===== config.mk =====
export PLATFORM = sky130hd
export DESIGN_NAME = ncl_stim_sweep_gen
export DESIGN_NICKNAME = d
export VERILOG_FILES = /design/src/rtl/ncl_stim_pkg.sv /design/src/rtl/ncl_stim_pair_cnt.sv /design/src/rtl/ncl_stim_sweep_gen.sv
export SDC_FILE = /design/constraint.sdc
export NUM_CORES = 1
export LEC_CHECK = 0
export ABC_AREA = 1
export BUFFER_PORTS_ARGS = -buffer_cell sky130_fd_sc_hd__buf_2
export CORE_UTILIZATION = 36
export CTS_CLUSTER_DIAMETER = 150
export CTS_CLUSTER_SIZE = 8
export DETAILED_ROUTE_END_ITERATION = 8
export PLACE_DENSITY_LB_ADDON = 0.08
export SYNTH_ARGS = -nofsm -noshare
export SYNTH_HDL_FRONTEND = slang
export SYNTH_HIERARCHICAL = 1
export SYNTH_SLANG_ARGS = --single-unit

===== constraint.sdc =====
create_clock -name clk -period 3.5 [get_ports clk]
set_input_delay 0.7 -clock clk [delete_from_list [all_inputs] [get_ports clk]]
set_output_delay 0.7 -clock clk [all_outputs]
set_load 0.01 [all_outputs]

===== src/rtl/ncl_stim_pkg.sv =====
// Purpose: shared types and helpers for the NCL stimulus sweep generator.
// Latency: n/a (types and constant functions only).
// Backpressure: n/a.
package ncl_stim_pkg;

  typedef enum logic [2:0] {
    ST_IDLE,
    ST_RST,
    ST_FROM,
    ST_TO,
    ST_DONE
  } state_t;

  // Level at which rsb is considered asserted for a given gate reset polarity.
  function automatic logic rsb_on(input int sens);
    return (sens != 0);
  endfunction

  // Width of the dwell counter, wide enough to count the longer of the two dwells.
  function automatic int dwell_w(input int hold, input int rstc);
    int m;
    m = (hold > rstc) ? hold : rstc;
    return $clog2(m + 1);
  endfunction

endpackage


===== src/rtl/ncl_stim_pair_cnt.sv =====
// Purpose: {i,j} pair counter walking every ordered (from, to) vector pair.
// Latency: registered; pair_nxt shows the value loaded on the next edge.
// Backpressure: none; advances only when inc is asserted.
module ncl_stim_pair_cnt #(
  parameter int N = 3
) (
  input  logic           clk,
  input  logic           rst,
  input  logic           clr,
  input  logic           inc,
  input  logic           clear_j,
  output logic [2*N-1:0] pair_q,
  output logic [2*N-1:0] pair_nxt,
  output logic           last_i,
  output logic           last_j
);

  localparam logic [N-1:0] MAXV = '1;

  logic [N-1:0] i_q, i_d;
  logic [N-1:0] j_q, j_d;

  // Next pair: clear wins, then either step j or roll to the next i with j=0.
  always_comb begin
    i_d = i_q;
    j_d = j_q;
    if (clr) begin
      i_d = '0;
      j_d = '0;
    end else if (inc) begin
      if (clear_j) begin
        j_d = '0;
        i_d = i_q + N'(1);
      end else begin
        j_d = j_q + N'(1);
      end
    end
  end

  // Pair register.
  always_ff @(posedge clk) begin
    if (rst) begin
      i_q <= '0;
      j_q <= '0;
    end else begin
      i_q <= i_d;
      j_q <= j_d;
    end
  end

  assign pair_q   = {i_q, j_q};
  assign pair_nxt = {i_d, j_d};
  assign last_i   = (i_q == MAXV);
  assign last_j   = (j_q == MAXV);

endmodule


===== src/rtl/ncl_stim_sweep_gen.sv =====
// Purpose: on a req rising edge, sweep all ordered input-vector pairs onto stm_value with optional rsb pulses.
// Latency: first RST/FROM cycle follows the sampled edge; gnt pulses one cycle after the last TO cycle.
// Backpressure: none; req edges outside IDLE are dropped, not queued.
module ncl_stim_sweep_gen
  import ncl_stim_pkg::*;
#(
  parameter int INPUT_PORTS = 3,
  parameter int RESET_PORT  = 1,
  parameter int RESET_SENS  = 0,
  parameter int HOLD_CYCLES = 1,
  parameter int RST_CYCLES  = 2
) (
  input  logic                     clk,
  input  logic                     rst,
  input  logic                     req,
  output logic [INPUT_PORTS-1:0]   stm_value,
  output logic                     rsb,
  output logic                     gnt,
  output logic                     busy,
  output logic [2*INPUT_PORTS-1:0] pair_idx
);

  localparam int              N         = INPUT_PORTS;
  localparam logic            RSB_ON    = rsb_on(RESET_SENS);
  localparam bit              HAS_RST   = (RESET_PORT != 0);
  localparam int              CW        = dwell_w(HOLD_CYCLES, RST_CYCLES);
  localparam logic [CW-1:0]   HOLD_LAST = CW'(HOLD_CYCLES - 1);
  localparam logic [CW-1:0]   RST_LAST  = CW'(RST_CYCLES - 1);
  localparam state_t          GROUP_ST  = HAS_RST ? ST_RST : ST_FROM;

  state_t          state_q, state_d;
  logic [CW-1:0]   cnt_q, cnt_d;
  logic            req_dly_q;
  logic [N-1:0]    stm_value_q, stm_value_d;
  logic            rsb_q, rsb_d;
  logic            gnt_q, gnt_d;
  logic            busy_q, busy_d;

  logic            pc_clr, pc_inc, pc_clear_j;
  logic [2*N-1:0]  pair_q, pair_nxt;
  logic            last_i, last_j;
  logic [N-1:0]    i_nxt, j_nxt;

  ncl_stim_pair_cnt #(.N(N)) u_pair_cnt (
    .clk      (clk),
    .rst      (rst),
    .clr      (pc_clr),
    .inc      (pc_inc),
    .clear_j  (pc_clear_j),
    .pair_q   (pair_q),
    .pair_nxt (pair_nxt),
    .last_i   (last_i),
    .last_j   (last_j)
  );

  assign i_nxt = pair_nxt[2*N-1:N];
  assign j_nxt = pair_nxt[N-1:0];

  // Next state, dwell count and counter control; outputs are decoded from the next state so they register in step.
  always_comb begin
    state_d    = state_q;
    cnt_d      = cnt_q;
    pc_clr     = 1'b0;
    pc_inc     = 1'b0;
    pc_clear_j = 1'b0;
    unique case (state_q)
      ST_IDLE: begin
        if (req && !req_dly_q) begin
          pc_clr  = 1'b1;
          cnt_d   = '0;
          state_d = GROUP_ST;
        end
      end
      ST_RST: begin
        if (cnt_q == RST_LAST) begin
          cnt_d   = '0;
          state_d = ST_FROM;
        end else begin
          cnt_d = cnt_q + CW'(1);
        end
      end
      ST_FROM: begin
        if (cnt_q == HOLD_LAST) begin
          cnt_d   = '0;
          state_d = ST_TO;
        end else begin
          cnt_d = cnt_q + CW'(1);
        end
      end
      ST_TO: begin
        if (cnt_q == HOLD_LAST) begin
          cnt_d = '0;
          if (!last_j) begin
            pc_inc  = 1'b1;
            state_d = ST_FROM;
          end else if (!last_i) begin
            pc_inc     = 1'b1;
            pc_clear_j = 1'b1;
            state_d    = GROUP_ST;
          end else begin
            state_d = ST_DONE;
          end
        end else begin
          cnt_d = cnt_q + CW'(1);
        end
      end
      ST_DONE: state_d = ST_IDLE;
      default: state_d = ST_IDLE;
    endcase

    busy_d      = (state_d == ST_RST) || (state_d == ST_FROM) || (state_d == ST_TO);
    gnt_d       = (state_d == ST_DONE);
    rsb_d       = (state_d == ST_RST) ? RSB_ON : ~RSB_ON;
    stm_value_d = '0;
    if (state_d == ST_TO) begin
      stm_value_d = j_nxt;
    end else if ((state_d == ST_RST) || (state_d == ST_FROM)) begin
      stm_value_d = i_nxt;
    end
  end

  // State, dwell counter, request edge history and registered outputs.
  always_ff @(posedge clk) begin
    if (rst) begin
      state_q     <= ST_IDLE;
      cnt_q       <= '0;
      req_dly_q   <= 1'b1;
      stm_value_q <= '0;
      rsb_q       <= HAS_RST ? RSB_ON : ~RSB_ON;
      gnt_q       <= 1'b0;
      busy_q      <= 1'b0;
    end else begin
      state_q     <= state_d;
      cnt_q       <= cnt_d;
      req_dly_q   <= req;
      stm_value_q <= stm_value_d;
      rsb_q       <= rsb_d;
      gnt_q       <= gnt_d;
      busy_q      <= busy_d;
    end
  end

  assign stm_value = stm_value_q;
  assign rsb       = rsb_q;
  assign gnt       = gnt_q;
  assign busy      = busy_q;
  assign pair_idx  = pair_q;

endmodule


==> results of run 1 <==
==> report_power, final <==
| part | leakage [nW] | internal [mW] | switching [mW] |
|---|---|---|---|
| combinational | 0.390 | 0.0594 | 0.117 |
| sequential | 0.146 | 0.226 | 0.0157 |
| clock | 0.0210 | 0.0634 | 0.0674 |
==> worst min path at each step <==
stage,start,endpoint,slack [ns],cells after the start
2_1_floorplan,cnt_q[0],cnt_q[0],0.47,2
3_3_place_gp,cnt_q[1],cnt_q[1],0.49,2
3_5_place_dp,cnt_q[0],cnt_q[0],0.49,2
4_1_cts,cnt_q[0],cnt_q[0],0.51,2
5_1_grt,cnt_q[0],cnt_q[0],0.54,2
6_report,cnt_q[0],cnt_q[0],0.51,2
==> per-layer routing <==
metal	global-route usage	wire length (um)	vias up
met5	0	0	-
met4	0.03846	15	0
met3	0.05932	59	2
met2	0.2634	944	13
met1	0.2121	967	402
li1	-	-	453
==> registers in the layout, indices dropped and copies added, names as in the netlist <==
signal,count
stm_value,3
req_dly_q,1
u_pair_cnt/j_q,3
gnt,1
cnt_q,2
busy,1
rsb,1
state_q,3
u_pair_cnt/i_q,3
==> critical path, cell delays in order (launching register included) <==
cell,delay (ns)
dfxtp_1,0.35
ha_1,0.20
ha_1,0.22
a21oi_1,0.60
nand2_2,0.13
nand2_1,0.09
nand3_1,0.11
inv_1,0.08
nand3_1,0.10
a21oi_2,0.13
==> synth_stat cells, drive strengths merged, types with 2 or more instances <==
library cell  count
nand2            31
nand3            16
nor3              2
nor2             20
dfxtp            18
a21oi             8
inv              25
o21ai             2
ha                8
==> stage by stage <==
| stage | worst slack, ns | total power [mW] |
|---|---|---|
| after detailed placement | 1.447 | 0.4242 |
| after global routing | 1.171 | 0.5953 |
| after floorplan | 1.846 | 0.3858 |
| final | 1.422 | 0.5498 |
| after global placement | 1.497 | 0.4238 |
| after CTS | 1.404 | 0.5606 |
==> final cells by class <==
type / instances / area [sq um] / area share
Timing Repair Buffer: 14 / 70.07 / 0.06313
Sequential cell: 18 / 360.3 / 0.3247
Tap cell: 30 / 37.54 / 0.03382
Inverter: 26 / 97.59 / 0.08794
Multi-Input combinational cell: 90 / 508.0 / 0.4577
Clock buffer: 4 / 36.28 / 0.03269
==> logic make-up (layout without fill, tap and decap cells) <==
| group | Yosys count | after routing | share of synthesized area |
|---|---|---|---|
| buffers and inverters | 28 | 44 | 0.1114 |
| AO/OA/AOI/OAI | 12 | 12 | 0.07683 |
| AND/OR/NAND/NOR | 70 | 70 | 0.3406 |
| flip-flops | 18 | 18 | 0.3688 |
| adder cells (fa/ha/maj) | 8 | 8 | 0.1024 |
==> results.sh, run 1 <==
export IMPL_reg2reg_from="u_pair_cnt/j_q[0]"
export IMPL_cts_root_buf="clkbuf_4"
export IMPL_postCtsSetupBuffers=0
export IMPL_ys_warn_count=6
export IMPL_period_minus_slack_ns=2.078
export IMPL_htree_levels=1
export IMPL_netlist_area_leader_share=0.3688
export IMPL_max_freq_mhz=481.2
export IMPL_dp_cells=178
export IMPL_place_area_sq_um=1074
export IMPL_antenna_found_initial=0
export IMPL_diodes=0
export IMPL_insertion_delay_ns=0.30
export IMPL_status="finished, final reports clean"
export IMPL_start_util=0.3874
export IMPL_fin_nets=164
export IMPL_viasPerCell=4.780
export IMPL_synth_edf_count=0
export IMPL_synthCells=136
export IMPL_critPathLaunchType="flop"
export IMPL_maxSlewViolCount=0
export IMPL_netlist_area_sq_um=977.2
export IMPL_first_pass_iters=4
export IMPL_stdcell_count=182
export IMPL_synth_fp_nets=147
export IMPL_drc=0
export IMPL_clkTransAtPathRegs_ns=0.11
export IMPL_overflow=0
export IMPL_r2r_slack_ns=1.42
export IMPL_hold_ws_ns=0.5067
export IMPL_hold_viol=0
export IMPL_coreArea_sq_um=2522
export IMPL_cts_made_buffers=3
export IMPL_fin_skew_ns=0.002456
export IMPL_crit_type="reg2reg"
export IMPL_synth_cell_types=21
export IMPL_gp_congestion=0.7722
export IMPL_fill_cells=282
export IMPL_rows=18
export IMPL_ir_drop_v=0.0002624
export IMPL_slew_headroom=0.5258
export IMPL_portBuffers=14
export IMPL_num_io_pins=15
export IMPL_leakage_nw=0.5571
export IMPL_crit_end="stm_value[1]"
export IMPL_final_common_cell="nand2_1"
export IMPL_dp_hpwl_um=1501
export IMPL_area_growth_pct=13.57
export IMPL_synthFlopType="dfxtp_1"
export IMPL_grt_max_degree=19
export IMPL_rsz0062_at_grt="false"
export IMPL_synth_top_area_cell="dfxtp_1"
export IMPL_dieHeight_um=54.10
export IMPL_ctsResizeCount=0
export IMPL_fin_util=0.4400
export IMPL_worstSetupStartpoint="u_pair_cnt/j_q[0]"
export IMPL_crit_arrival_ns=2.32
export IMPL_fin_setup_tns_ns=0
export IMPL_crit_fanout=9
export IMPL_fp_dieW_um=54.10
export IMPL_fin_area_sq_um=1110
export IMPL_drive_gt1_frac=0.2566
export IMPL_grt_pass1_wl_um=3401
export IMPL_seq_area_frac_synth=0.3688
export IMPL_hold_class="reg2reg"
export IMPL_clkSinkCount=18
export IMPL_grt_usage=0.1655
export IMPL_vias=870
export IMPL_drtAntennaViolNets=0
export IMPL_netlist_top_cells_area="dfxtp_1 (37%), nand2_1 (10%), ha_1 (10%), inv_1 (7.3%), nand3_1 (6.7%)"
export IMPL_maxCapViolations=0
export IMPL_fin_crit_sh=0.5938
export IMPL_cp_required_ns=3.74
export IMPL_die_area_sq_um=2927
export IMPL_power_density_nw_per_um2=495.4
export IMPL_cts_hold_buf=0
export IMPL_async_flop_share=0
export IMPL_cp_end_kind="flop"
export IMPL_final_cell_mix="nand2_1 (27), inv_1 (19), dfxtp_1 (18), nor2_1 (16), buf_2 (14)"
export IMPL_clock_path_buffers=2
export IMPL_grt_pass1_vias=792
export IMPL_avgRoutedWirePerCell_um=10.91
export IMPL_setup_viol=0
export IMPL_wl_um=1986
export IMPL_drt_first_iter_violations=15
export IMPL_ff2ff_path_depth=9
export IMPL_postSynthAreaPerCell_sq_um=7.185
export IMPL_cts_tree="built"
export IMPL_synth_seq_cells=18
export IMPL_worstReg2RegEnd="stm_value[1]"
export IMPL_worst_pin_slew_ns=0.7113
Note: power is estimated with default switching activity, not from simulation.
==> run 2, diff against run 1 <==
- clock period: 3.5 -> 2 ns (I/O delays scaled with it)
==> results.sh, run 2 (synthesis gave the netlist of run 1 again) <==
export IMPL_clkSinkCount=18
export IMPL_vias=862
export IMPL_status="finished, final reports clean"
export IMPL_drive_gt1_frac=0.2680
export IMPL_leakage_nw=0.5625
export IMPL_first_pass_iters=4
export IMPL_drc=0
export IMPL_final_cell_mix="nand2_1 (27), inv_1 (19), dfxtp_1 (18), nor2_1 (15), buf_2 (14)"
export IMPL_power_switching_mw=0.3540
export IMPL_hold_ws_ns=0.2923
export IMPL_ir_drop_v=0.0004282
export IMPL_viasPerCell=4.710
export IMPL_worst_pin_slew_ns=0.3664
export IMPL_wl_um=1963
export IMPL_crit_fanout=6
export IMPL_htree_levels=1
export IMPL_insertion_delay_ns=0.30
export IMPL_diodes=0
export IMPL_fin_crit_sh=0.8908
export IMPL_die_area_sq_um=2927
export IMPL_hold_viol=0
export IMPL_fill_cells=266
export IMPL_dieHeight_um=54.10
export IMPL_cts_root_buf="clkbuf_4"
export IMPL_antenna_found_initial=0
export IMPL_clockPowerShare=0.240
export IMPL_dp_cells=179
export IMPL_clock_path_buffers=2
export IMPL_num_io_pins=15
export IMPL_fin_util=0.4439
export IMPL_cts_made_buffers=3
export IMPL_power_internal_mw=0.6122
export IMPL_critPathLaunchType="flop"
export IMPL_rows=18
export IMPL_finalPower_mw=0.9662
export IMPL_fp_dieW_um=54.10
export IMPL_fin_setup_tns_ns=0
export IMPL_portBuffers=14
export IMPL_period_minus_slack_ns=1.782
export IMPL_hold_class="in2reg"
export IMPL_drt_first_iter_violations=21
export IMPL_grt_pass1_wl_um=3291
export IMPL_cp_end_kind="flop"
export IMPL_overflow=0
export IMPL_max_freq_mhz=561.3
export IMPL_final_common_cell="nand2_1"
export IMPL_dp_hpwl_um=1445
export IMPL_setup_viol=0
export IMPL_clkTransAtPathRegs_ns=0.11
export IMPL_cp_required_ns=2.24
export IMPL_r2r_slack_ns=0.22
export IMPL_maxCapViolations=0
export IMPL_crit_type="reg2reg"
export IMPL_fin_skew_ns=0.004647
export IMPL_cts_tree="built"
export IMPL_drtAntennaViolNets=0
export IMPL_area_growth_pct=14.60
export IMPL_start_util=0.3874
export IMPL_power_density_nw_per_um2=862.8
export IMPL_cts_hold_buf=0
export IMPL_comb_power_share=0.321
export IMPL_rsz0062_at_grt="false"
export IMPL_grt_max_degree=19
export IMPL_grt_usage=0.1611
export IMPL_stdcell_count=183
export IMPL_avgRoutedWirePerCell_um=10.73
export IMPL_power_frac_seq=0.439
export IMPL_fin_nets=165
export IMPL_maxSlewViolCount=0
export IMPL_coreArea_sq_um=2522
export IMPL_place_area_sq_um=1081
export IMPL_gp_congestion=0.8222
export IMPL_grt_pass1_vias=781
export IMPL_dp_slack_ns=0.1580
export IMPL_swShare=0.3664
export IMPL_setup_slack_ns=0.2184
export IMPL_slew_headroom=0.7557
export IMPL_crit_arrival_ns=2.02
export IMPL_fin_area_sq_um=1120
[run 2: cell count changes in the layout (fill, tap and decap cells not counted), sizes merged]
cell | before | now
buf | 14 | 15
[run 2: final cells by class]
cell class	count	area (sq um)	area share
inverters	26	97.59	0.08715
well taps	30	37.54	0.03352
clock buffers	4	36.28	0.03240
repair buffers	15	77.57	0.06927
multi-input cells	90	510.5	0.4559
flip-flops and latches	18	360.3	0.3218
[run 2: path summary, 6_finish.rpt]
path	from	endpoint	cells past startpoint
setup / recovery	u_pair_cnt/i_q[0]	stm_value[2]	11
setup reg to reg	u_pair_cnt/i_q[0]	stm_value[2]	11
hold reg to reg	cnt_q[0]	cnt_q[0]	2
hold / removal	req	req_dly_q	2
[run 2: repair_timing]
| item | 4_1_cts | 5_1_grt |
|---|---|---|
| endpoints found under the setup margin | 0 | 3 |
| gates resized for setup | 0 | 1 |
| setup buffers | 0 | 0 |
[run 2: critical path, cell delays in order, from the launching register on]
cell     delay (ns)
dfxtp_1        0.35
ha_1           0.20
ha_1           0.21
inv_1          0.06
nand2_1        0.07
nor2_2         0.26
nand2_2        0.10
nand2_1        0.07
nand3_1        0.11
inv_1          0.07
nand3_1        0.09
a21oi_2        0.13
[run 2: power by group through the flow]
stage / Sequential, mW / Combinational (mW) / Clock [mW]
after floorplan: 0.437 / 0.238 / 0
after global routing: 0.430 / 0.356 / 0.259
after detailed placement: 0.432 / 0.310 / 0
after CTS: 0.424 / 0.313 / 0.251
after global placement: 0.432 / 0.315 / 0
final: 0.424 / 0.310 / 0.232
[run 2: per-layer routing]
metal,share of wire,up-vias,GRT usage
met3,0.044,5,0.05932
met5,0,-,0
li1,-,457,-
met1,0.51,382,0.2144
met4,0.012,0,0.05128
met2,0.44,18,0.2387
